File: src/rtl/cp0_pkg.sv
// -----------------------------------------------------------------------------
// cp0_pkg
// Shared definitions for the coprocessor-0 control block: CP0 register
// numbers, Status/Cause bit positions, exception codes, the Status reset
// value and helpers that assemble the architected Status/Cause words.
// -----------------------------------------------------------------------------
package cp0_pkg;

    // CP0 register numbers
    localparam logic [4:0] REG_BADVADDR = 5'd8;
    localparam logic [4:0] REG_COUNT    = 5'd9;
    localparam logic [4:0] REG_COMPARE  = 5'd11;
    localparam logic [4:0] REG_STATUS   = 5'd12;
    localparam logic [4:0] REG_CAUSE    = 5'd13;
    localparam logic [4:0] REG_EPC      = 5'd14;

    // Status bit positions
    localparam int ST_IE    = 0;
    localparam int ST_EXL   = 1;
    localparam int ST_IM_LO = 8;
    localparam int ST_BEV   = 22;

    // Cause bit positions
    localparam int CA_EXC_LO = 2;
    localparam int CA_IP_LO  = 8;
    localparam int CA_TI     = 30;
    localparam int CA_BD     = 31;

    // Cause.ExcCode values
    typedef enum logic [4:0] {
        EXC_INT  = 5'd0,
        EXC_ADEL = 5'd4,
        EXC_ADES = 5'd5,
        EXC_SYS  = 5'd8,
        EXC_BP   = 5'd9,
        EXC_RI   = 5'd10,
        EXC_OV   = 5'd12
    } exc_code_e;

    // BEV is hard-wired to 1; everything else clears on reset
    localparam logic [31:0] STATUS_RESET = 32'h0040_0000;

    // Assemble the software-visible Status word from its live fields.
    function automatic logic [31:0] pack_status(input logic [7:0] im,
                                                input logic       exl,
                                                input logic       ie);
        logic [31:0] w;
        w                         = STATUS_RESET;
        w[ST_IM_LO +: 8]          = im;
        w[ST_EXL]                 = exl;
        w[ST_IE]                  = ie;
        return w;
    endfunction

    // Assemble the software-visible Cause word from its live fields.
    function automatic logic [31:0] pack_cause(input logic       bd,
                                               input logic       ti,
                                               input logic [7:0] ip,
                                               input logic [4:0] exc_code);
        logic [31:0] w;
        w                         = 32'h0;
        w[CA_BD]                  = bd;
        w[CA_TI]                  = ti;
        w[CA_IP_LO +: 8]          = ip;
        w[CA_EXC_LO +: 5]         = exc_code;
        return w;
    endfunction

endpackage

File: src/rtl/cp0_timer.sv
// -----------------------------------------------------------------------------
// cp0_timer
// Count/Compare timer. A divider runs 0..COUNT_DIV-1 and Count increments
// when it wraps. TI is a sticky flag set the cycle after the registered
// Count equals the registered Compare, and cleared by a write to Compare.
//
// Ports:
//   clk, rst       clock, asynchronous active-high reset
//   count_we       MTC0 write to Count (loads wdata, restarts the divider)
//   compare_we     MTC0 write to Compare (loads wdata, clears TI)
//   wdata          MTC0 data
//   count          current Count
//   compare        current Compare
//   ti             timer interrupt flag
// -----------------------------------------------------------------------------
module cp0_timer #(
    parameter int COUNT_DIV = 2
) (
    input  logic        clk,
    input  logic        rst,
    input  logic        count_we,
    input  logic        compare_we,
    input  logic [31:0] wdata,
    output logic [31:0] count,
    output logic [31:0] compare,
    output logic        ti
);

    localparam int             DIV_W    = (COUNT_DIV > 1) ? $clog2(COUNT_DIV) : 1;
    localparam logic [DIV_W-1:0] DIV_LAST = DIV_W'(COUNT_DIV - 1);

    logic [DIV_W-1:0] div_q, div_d;
    logic [31:0]      count_q, count_d;
    logic [31:0]      compare_q, compare_d;
    logic             ti_q, ti_d;
    logic             div_wrap;

    always_comb begin
        div_wrap  = (div_q == DIV_LAST);
        div_d     = div_wrap ? '0 : div_q + 1'b1;
        count_d   = div_wrap ? count_q + 32'd1 : count_q;
        compare_d = compare_q;
        ti_d      = ti_q;

        // A software load of Count wins over the increment and restarts
        // the prescaler so the next tick is a full COUNT_DIV away.
        if (count_we) begin
            count_d = wdata;
            div_d   = '0;
        end

        if (count_q == compare_q) begin
            ti_d = 1'b1;
        end

        // Writing Compare acknowledges the interrupt, even on a match cycle.
        if (compare_we) begin
            compare_d = wdata;
            ti_d      = 1'b0;
        end
    end

    always_ff @(posedge clk or posedge rst) begin
        if (rst) begin
            div_q     <= '0;
            count_q   <= 32'h0;
            compare_q <= 32'h0;
            ti_q      <= 1'b0;
        end else begin
            div_q     <= div_d;
            count_q   <= count_d;
            compare_q <= compare_d;
            ti_q      <= ti_d;
        end
    end

    assign count   = count_q;
    assign compare = compare_q;
    assign ti      = ti_q;

endmodule

File: src/rtl/cp0_ctrl.sv
// -----------------------------------------------------------------------------
// cp0_ctrl
// Coprocessor-0 control block: Status, Cause, EPC, BadVAddr plus the
// Count/Compare timer. Handles exception entry, ERET, MTC0/MFC0 access and
// hardware interrupt synchronisation, and raises int_req for an enabled,
// pending interrupt.
//
// Ports:
//   clk, rst              clock, asynchronous active-high reset
//   wen/waddr/wdata       MTC0 write
//   raddr/rdata           MFC0 read (combinational, pre-write value)
//   exception, exc_*      exception commit and its attributes
//   eret                  ERET commit
//   hw_int                level-sensitive hardware interrupt lines
//   epc, status_exl       current EPC and Status.EXL
//   int_req               pending enabled interrupt
// -----------------------------------------------------------------------------
module cp0_ctrl
    import cp0_pkg::*;
#(
    parameter int COUNT_DIV   = 2,
    parameter int HW_INT_N    = 6,
    parameter int SYNC_STAGES = 2
) (
    input  logic                clk,
    input  logic                rst,
    input  logic                wen,
    input  logic [4:0]          waddr,
    input  logic [31:0]         wdata,
    input  logic [4:0]          raddr,
    output logic [31:0]         rdata,
    input  logic                exception,
    input  logic [4:0]          exc_code,
    input  logic [31:0]         exc_pc,
    input  logic                exc_bd,
    input  logic                exc_badvaddr_vld,
    input  logic [31:0]         exc_badvaddr,
    input  logic                eret,
    input  logic [HW_INT_N-1:0] hw_int,
    output logic [31:0]         epc,
    output logic                status_exl,
    output logic                int_req
);

    // Status fields
    logic [7:0]  im_q, im_d;
    logic        exl_q, exl_d;
    logic        ie_q, ie_d;
    // Cause fields
    logic        bd_q, bd_d;
    logic [4:0]  exc_code_q, exc_code_d;
    logic [1:0]  ip_sw_q, ip_sw_d;
    logic [5:0]  ip_hw_q, ip_hw_d;
    // Other registers
    logic [31:0] epc_q, epc_d;
    logic [31:0] badvaddr_q, badvaddr_d;

    logic [5:0]  hw_sync;
    logic [7:0]  ip;
    logic [31:0] count, compare;
    logic        ti;
    logic        count_we, compare_we;
    logic        wr_status, wr_cause, wr_epc;

    // ---------------------------------------------------------------------
    // Hardware interrupt synchronisers: SYNC_STAGES flops per line, followed
    // by the Cause.IP register itself. Lines beyond HW_INT_N read 0.
    // ---------------------------------------------------------------------
    genvar gi;
    generate
        for (gi = 0; gi < 6; gi++) begin : g_line
            if (gi < HW_INT_N) begin : g_used
                if (SYNC_STAGES == 0) begin : g_direct
                    assign hw_sync[gi] = hw_int[gi];
                end else begin : g_sync
                    logic [SYNC_STAGES-1:0] sync_q, sync_d;

                    always_comb begin
                        sync_d[0] = hw_int[gi];
                        for (int k = 1; k < SYNC_STAGES; k++) begin
                            sync_d[k] = sync_q[k-1];
                        end
                    end

                    always_ff @(posedge clk or posedge rst) begin
                        if (rst) begin
                            sync_q <= '0;
                        end else begin
                            sync_q <= sync_d;
                        end
                    end

                    assign hw_sync[gi] = sync_q[SYNC_STAGES-1];
                end
            end else begin : g_unused
                assign hw_sync[gi] = 1'b0;
            end
        end
    endgenerate

    // ---------------------------------------------------------------------
    // Timer
    // ---------------------------------------------------------------------
    assign count_we   = wen && (waddr == REG_COUNT);
    assign compare_we = wen && (waddr == REG_COMPARE);

    cp0_timer #(
        .COUNT_DIV (COUNT_DIV)
    ) u_timer (
        .clk        (clk),
        .rst        (rst),
        .count_we   (count_we),
        .compare_we (compare_we),
        .wdata      (wdata),
        .count      (count),
        .compare    (compare),
        .ti         (ti)
    );

    // ---------------------------------------------------------------------
    // Architected state update. Exception beats ERET beats MTC0 for any
    // register they both touch; MTC0 to unrelated registers still lands.
    // ---------------------------------------------------------------------
    assign wr_status = wen && (waddr == REG_STATUS) && !exception && !eret;
    assign wr_cause  = wen && (waddr == REG_CAUSE)  && !exception;
    assign wr_epc    = wen && (waddr == REG_EPC)    && !exception;

    always_comb begin
        im_d       = im_q;
        exl_d      = exl_q;
        ie_d       = ie_q;
        bd_d       = bd_q;
        exc_code_d = exc_code_q;
        ip_sw_d    = ip_sw_q;
        ip_hw_d    = hw_sync;
        epc_d      = epc_q;
        badvaddr_d = badvaddr_q;

        if (exception) begin
            exc_code_d = exc_code;
            exl_d      = 1'b1;
            // Nested exceptions keep the original return point.
            if (!exl_q) begin
                epc_d = exc_bd ? (exc_pc - 32'd4) : exc_pc;
                bd_d  = exc_bd;
            end
            if (exc_badvaddr_vld) begin
                badvaddr_d = exc_badvaddr;
            end
        end else if (eret) begin
            exl_d = 1'b0;
        end

        if (wr_status) begin
            im_d  = wdata[ST_IM_LO +: 8];
            exl_d = wdata[ST_EXL];
            ie_d  = wdata[ST_IE];
        end
        if (wr_cause) begin
            ip_sw_d = wdata[CA_IP_LO +: 2];
        end
        if (wr_epc) begin
            epc_d = wdata;
        end
    end

    always_ff @(posedge clk or posedge rst) begin
        if (rst) begin
            im_q       <= 8'h0;
            exl_q      <= 1'b0;
            ie_q       <= 1'b0;
            bd_q       <= 1'b0;
            exc_code_q <= 5'h0;
            ip_sw_q    <= 2'b0;
            ip_hw_q    <= 6'h0;
            epc_q      <= 32'h0;
            badvaddr_q <= 32'h0;
        end else begin
            im_q       <= im_d;
            exl_q      <= exl_d;
            ie_q       <= ie_d;
            bd_q       <= bd_d;
            exc_code_q <= exc_code_d;
            ip_sw_q    <= ip_sw_d;
            ip_hw_q    <= ip_hw_d;
            epc_q      <= epc_d;
            badvaddr_q <= badvaddr_d;
        end
    end

    // IP[7] shares the timer with hw_int[5]; ip_hw_q[5] is 0 when that
    // line does not exist, leaving TI alone.
    assign ip = {ip_hw_q[5] | ti, ip_hw_q[4:0], ip_sw_q};

    // ---------------------------------------------------------------------
    // MFC0 read and status outputs
    // ---------------------------------------------------------------------
    always_comb begin
        rdata = 32'h0;
        case (raddr)
            REG_BADVADDR: rdata = badvaddr_q;
            REG_COUNT:    rdata = count;
            REG_COMPARE:  rdata = compare;
            REG_STATUS:   rdata = pack_status(im_q, exl_q, ie_q);
            REG_CAUSE:    rdata = pack_cause(bd_q, ti, ip, exc_code_q);
            REG_EPC:      rdata = epc_q;
            default:      rdata = 32'h0;
        endcase
    end

    assign epc        = epc_q;
    assign status_exl = exl_q;
    assign int_req    = ie_q && !exl_q && (|(ip & im_q));

endmodule
File: config.mk
export PLATFORM = sky130hd
export DESIGN_NAME = cp0_ctrl
export DESIGN_NICKNAME = d
export VERILOG_FILES = /design/src/rtl/cp0_pkg.sv /design/src/rtl/cp0_timer.sv /design/src/rtl/cp0_ctrl.sv
export SDC_FILE = /design/constraint.sdc
export NUM_CORES = 1
export LEC_CHECK = 0
export ABC_AREA = 1
export CELL_PAD_IN_SITES_DETAIL_PLACEMENT = 1
export CELL_PAD_IN_SITES_GLOBAL_PLACEMENT = 2
export CORE_MARGIN = 2
export CORE_UTILIZATION = 38
export CTS_BUF_LIST = sky130_fd_sc_hd__clkbuf_4
export CTS_CLUSTER_SIZE = 24
export DETAILED_ROUTE_END_ITERATION = 6
export DONT_BUFFER_PORTS = 1
export PLACE_DENSITY = 0.93
export SETUP_SLACK_MARGIN = 0.5
export SYNTH_ARGS = -nofsm -noshare
export SYNTH_HDL_FRONTEND = slang
export SYNTH_HIERARCHICAL = 1
export SYNTH_SLANG_ARGS = --single-unit
export TNS_END_PERCENT = 50
File: constraint.sdc
create_clock -name clk -period 4.05 [get_ports clk]
set_input_delay 1.0125 -clock clk [delete_from_list [all_inputs] [get_ports clk]]
set_output_delay 1.0125 -clock clk [all_outputs]
set_load 0.1 [all_outputs]
==> out/qor.txt <==
status: finished, final reports clean
top post-synthesis cells by area: dfrtp_1 43%, nand2_1 14%, inv_1 5.8%
die area: 26900 µm²
final hold violation count: 0
Post-synth EDFFs: 0
minimum clock period: 3440 ps
Via density: 5.56
Critical Path Start: status_exl$_DFFE_PP0P_
TritonRoute pass-1 iters: 5
placed insts: 1638
Core Box Area: 25200 µm²
setup ws final: 611 ps
H-tree levels: 4
RSZ-0062 raised after global routing: false
ys flop type: dfrtp_1
register-to-register setup slack: 1390 ps
share of cells above drive strength 1: 15.1%
Arrival @ worst endpoint: 2430 ps
Mapped Area: 9720 µm²
top sig layer: met5
Worst setup SP type: register
Clock Tree Buf Depth: 2
Ys Warns: 6
placed instance area: 10800 µm²
Slew HR: 26.3%
FFs w/ async S/R, synth: 100%
Max Slew Vio Count: 0
Crit Path Class: register to primary output
Total GRT Usage: 28.4%
fin cells: 1673
metal2 WL: 17400 µm
vias in the first global route: 9557
Skew-Pair Late Insertion Delay: 600 ps
Synth Net Count: 1404
Final setup viols: 0
R2R Path Start: status_exl$_DFFE_PP0P_
post-synthesis sequential area ratio: 42.7%
period utilisation layout: 84.9%
Synth Instances: 1278
P per Cell Area: 465 nW/µm²
io pins: 190
Synth area leader: dfrtp_1
Hold Path Class: input port to async pin
pre-CTS setup slack: 472 ps
Worst R2R Path Depth: 9
IO buf count: 0
Routed WL per cell: 22.3 µm
num rows: 58
count leader, synth: nand2_1
die width: 164 µm
top cell type's share of synthesized area: 42.7%
setup TNS: 0 ps
Detailed Place HPWL: 29200 µm
initial core utilization: 38.6%
CP Capture Point: int_req
max-cap viol count: 0
Worst-Margin Slew: 1110 ps
Reg clk slew, reported paths: 160 ps
Worst Setup End Kind: primary output
Iter 0 DRT Violations: 802
first-pass GRT wire length: 57000 µm
post-route cell area: 11100 µm²
WL final: 37200 µm
WL met3: 3070 µm
Post-synth top cells: 357 x nand2_1, 166 x dfrtp_1, 149 x inv_1
antenna violations before repair: 4
Detail Route Antenna Nets: 0
CP Max Fanout: 5
nets: 1453
Core Util, Final: 44.2%
Crit path required time: 3040 ps
largest net degree at the start of global routing: 72
fmax: 291 MHz
clock root cell: clkbuf_4
Avg Inst Size Synth: 7.61 µm²
Lkg Pwr: 5.05 nW
# DRC: 0
DR vias: 9310
RR Endpoint: epc[22]$_DFFE_PP0P_
Max VDD drop: 0.193 mV
M1 WL: 15600 µm
Synth-to-Final Area Change: 14.5%
CTS tree: done
CTS Buf Count: 17
worst clock skew: 23.4 ps
Yosys cell types: 34
# fillers: 3096
routability-driven placement congestion ratio: 0.923
Congestion Overflow GR: 0
clock sink count: 166
die height: 164 µm
register bit count reported by yosys: 166
[final cells by class]
| cell class | instances | area (µm²) | share of cell area (%) |
|---|---|---|---|
| antenna | 3 | 7.51 | 0.0674 |
| clock buffer | 17 | 128 | 1.15 |
| clock inverter | 15 | 161 | 1.45 |
| inverter | 159 | 616 | 5.53 |
| multi-input combinational | 909 | 4810 | 43.2 |
| sequential | 166 | 4150 | 37.3 |
| tap | 330 | 413 | 3.71 |
| timing repair buffer | 74 | 848 | 7.62 |
[logic make-up (layout without fill, tap and decap cells)]
logic type / count (synthesis) / after routing / share of synthesized area, %
buffers and inverters: 203 / 265 / 8.55
XOR/XNOR: 41 / 41 / 3.69
AND/OR/NAND/NOR: 621 / 621 / 27.3
flip-flops: 166 / 166 / 42.7
adder cells (fa/ha/maj): 2 / 2 / 0.257
other: 0 / 3 / 0
multiplexers: 38 / 38 / 4.40
AO/OA/AOI/OAI: 207 / 207 / 13.1
[routing by layer]
metal	track usage, %	vias to the layer above
li1	-	4249
met1	37.6	4620
met2	44.4	352
met3	8.41	87
met4	9.69	2
met5	0	-
[critical path, stage by stage (launching register included)]
cell and delay, ps:
dfrtp_1 840, nor2_1 240, o21ai_0 120, inv_1 620
[what timing repair did]
action	CTS	global route
cloned	0	0
hold buffers	0	0
resized for setup	1	4
setup endpoints to repair	3	21
buffers inserted	0	0
[worst min-delay path by stage]
stage	depth (start not counted)	to	slack, ps
after floorplan	0	g_line[0].g_used.g_sync.sync_q[1]$_DFF_PP0_	330
after global placement	0	g_line[3].g_used.g_sync.sync_q[1]$_DFF_PP0_	330
after detailed placement	0	g_line[1].g_used.g_sync.sync_q[1]$_DFF_PP0_	340
after CTS	1	u_timer/compare[24]$_DFFE_PP0P_	330
after global routing	0	g_line[1].g_used.g_sync.sync_q[0]$_DFF_PP0_	330
final	1	u_timer/count[21]$_DFFE_PP0N_	340
[power by group]
part | switching [mW] | leakage, nW | internal, mW
clock | 0.709 | 0.156 | 0.283
sequential | 0.474 | 2.03 | 1.97
combinational | 1.20 | 2.86 | 0.547
total | 2.38 | 5.05 | 2.80
[flip-flops by register name, indices dropped and copies added (netlist names), 2 cells and up]
register / cells
badvaddr_q: 32
epc: 32
exc_code_q: 5
g_line.g_used.g_sync.sync_q: 12
im_q: 8
ip_hw_q: 6
ip_sw_q: 2
u_timer/compare: 32
u_timer/count: 32
[layout by cell type (no fill, tap or decap), types with 3 or more instances in the layout]
| master | count |
|---|---|
| inv_4 | 3 |
| nor3_1 | 9 |
| clkinv_4 | 4 |
| inv_2 | 7 |
| xnor2_1 | 25 |
| nor2_4 | 12 |
| xor2_1 | 16 |
| clkinv_1 | 3 |
| a22oi_1 | 56 |
| o211ai_1 | 22 |
| dfrtp_1 | 166 |
| o21ai_0 | 67 |
| nand2_1 | 355 |
| o21ai_1 | 7 |
| inv_1 | 145 |
| mux2_2 | 38 |
| nand3_1 | 86 |
| inv_8 | 6 |
| a21oi_1 | 39 |
| o22ai_1 | 7 |
| buf_16 | 14 |
| nor2_1 | 115 |
| diode_2 | 3 |
| buf_4 | 59 |
| nand2_2 | 8 |
| nand4_1 | 12 |
| nor2_2 | 15 |
| o2111ai_2 | 6 |
| clkinv_8 | 3 |
| clkbuf_4 | 17 |
| nand3_2 | 3 |
[metrics by stage]
stage | hold slack [ps] | power, mW
after CTS | 327 | 5.19
after global routing | 334 | 5.47
after global placement | 333 | 4.12
final | 341 | 5.18
after detailed placement | 336 | 4.20
after floorplan | 331 | 3.63
(Power assumes the default switching activity.)
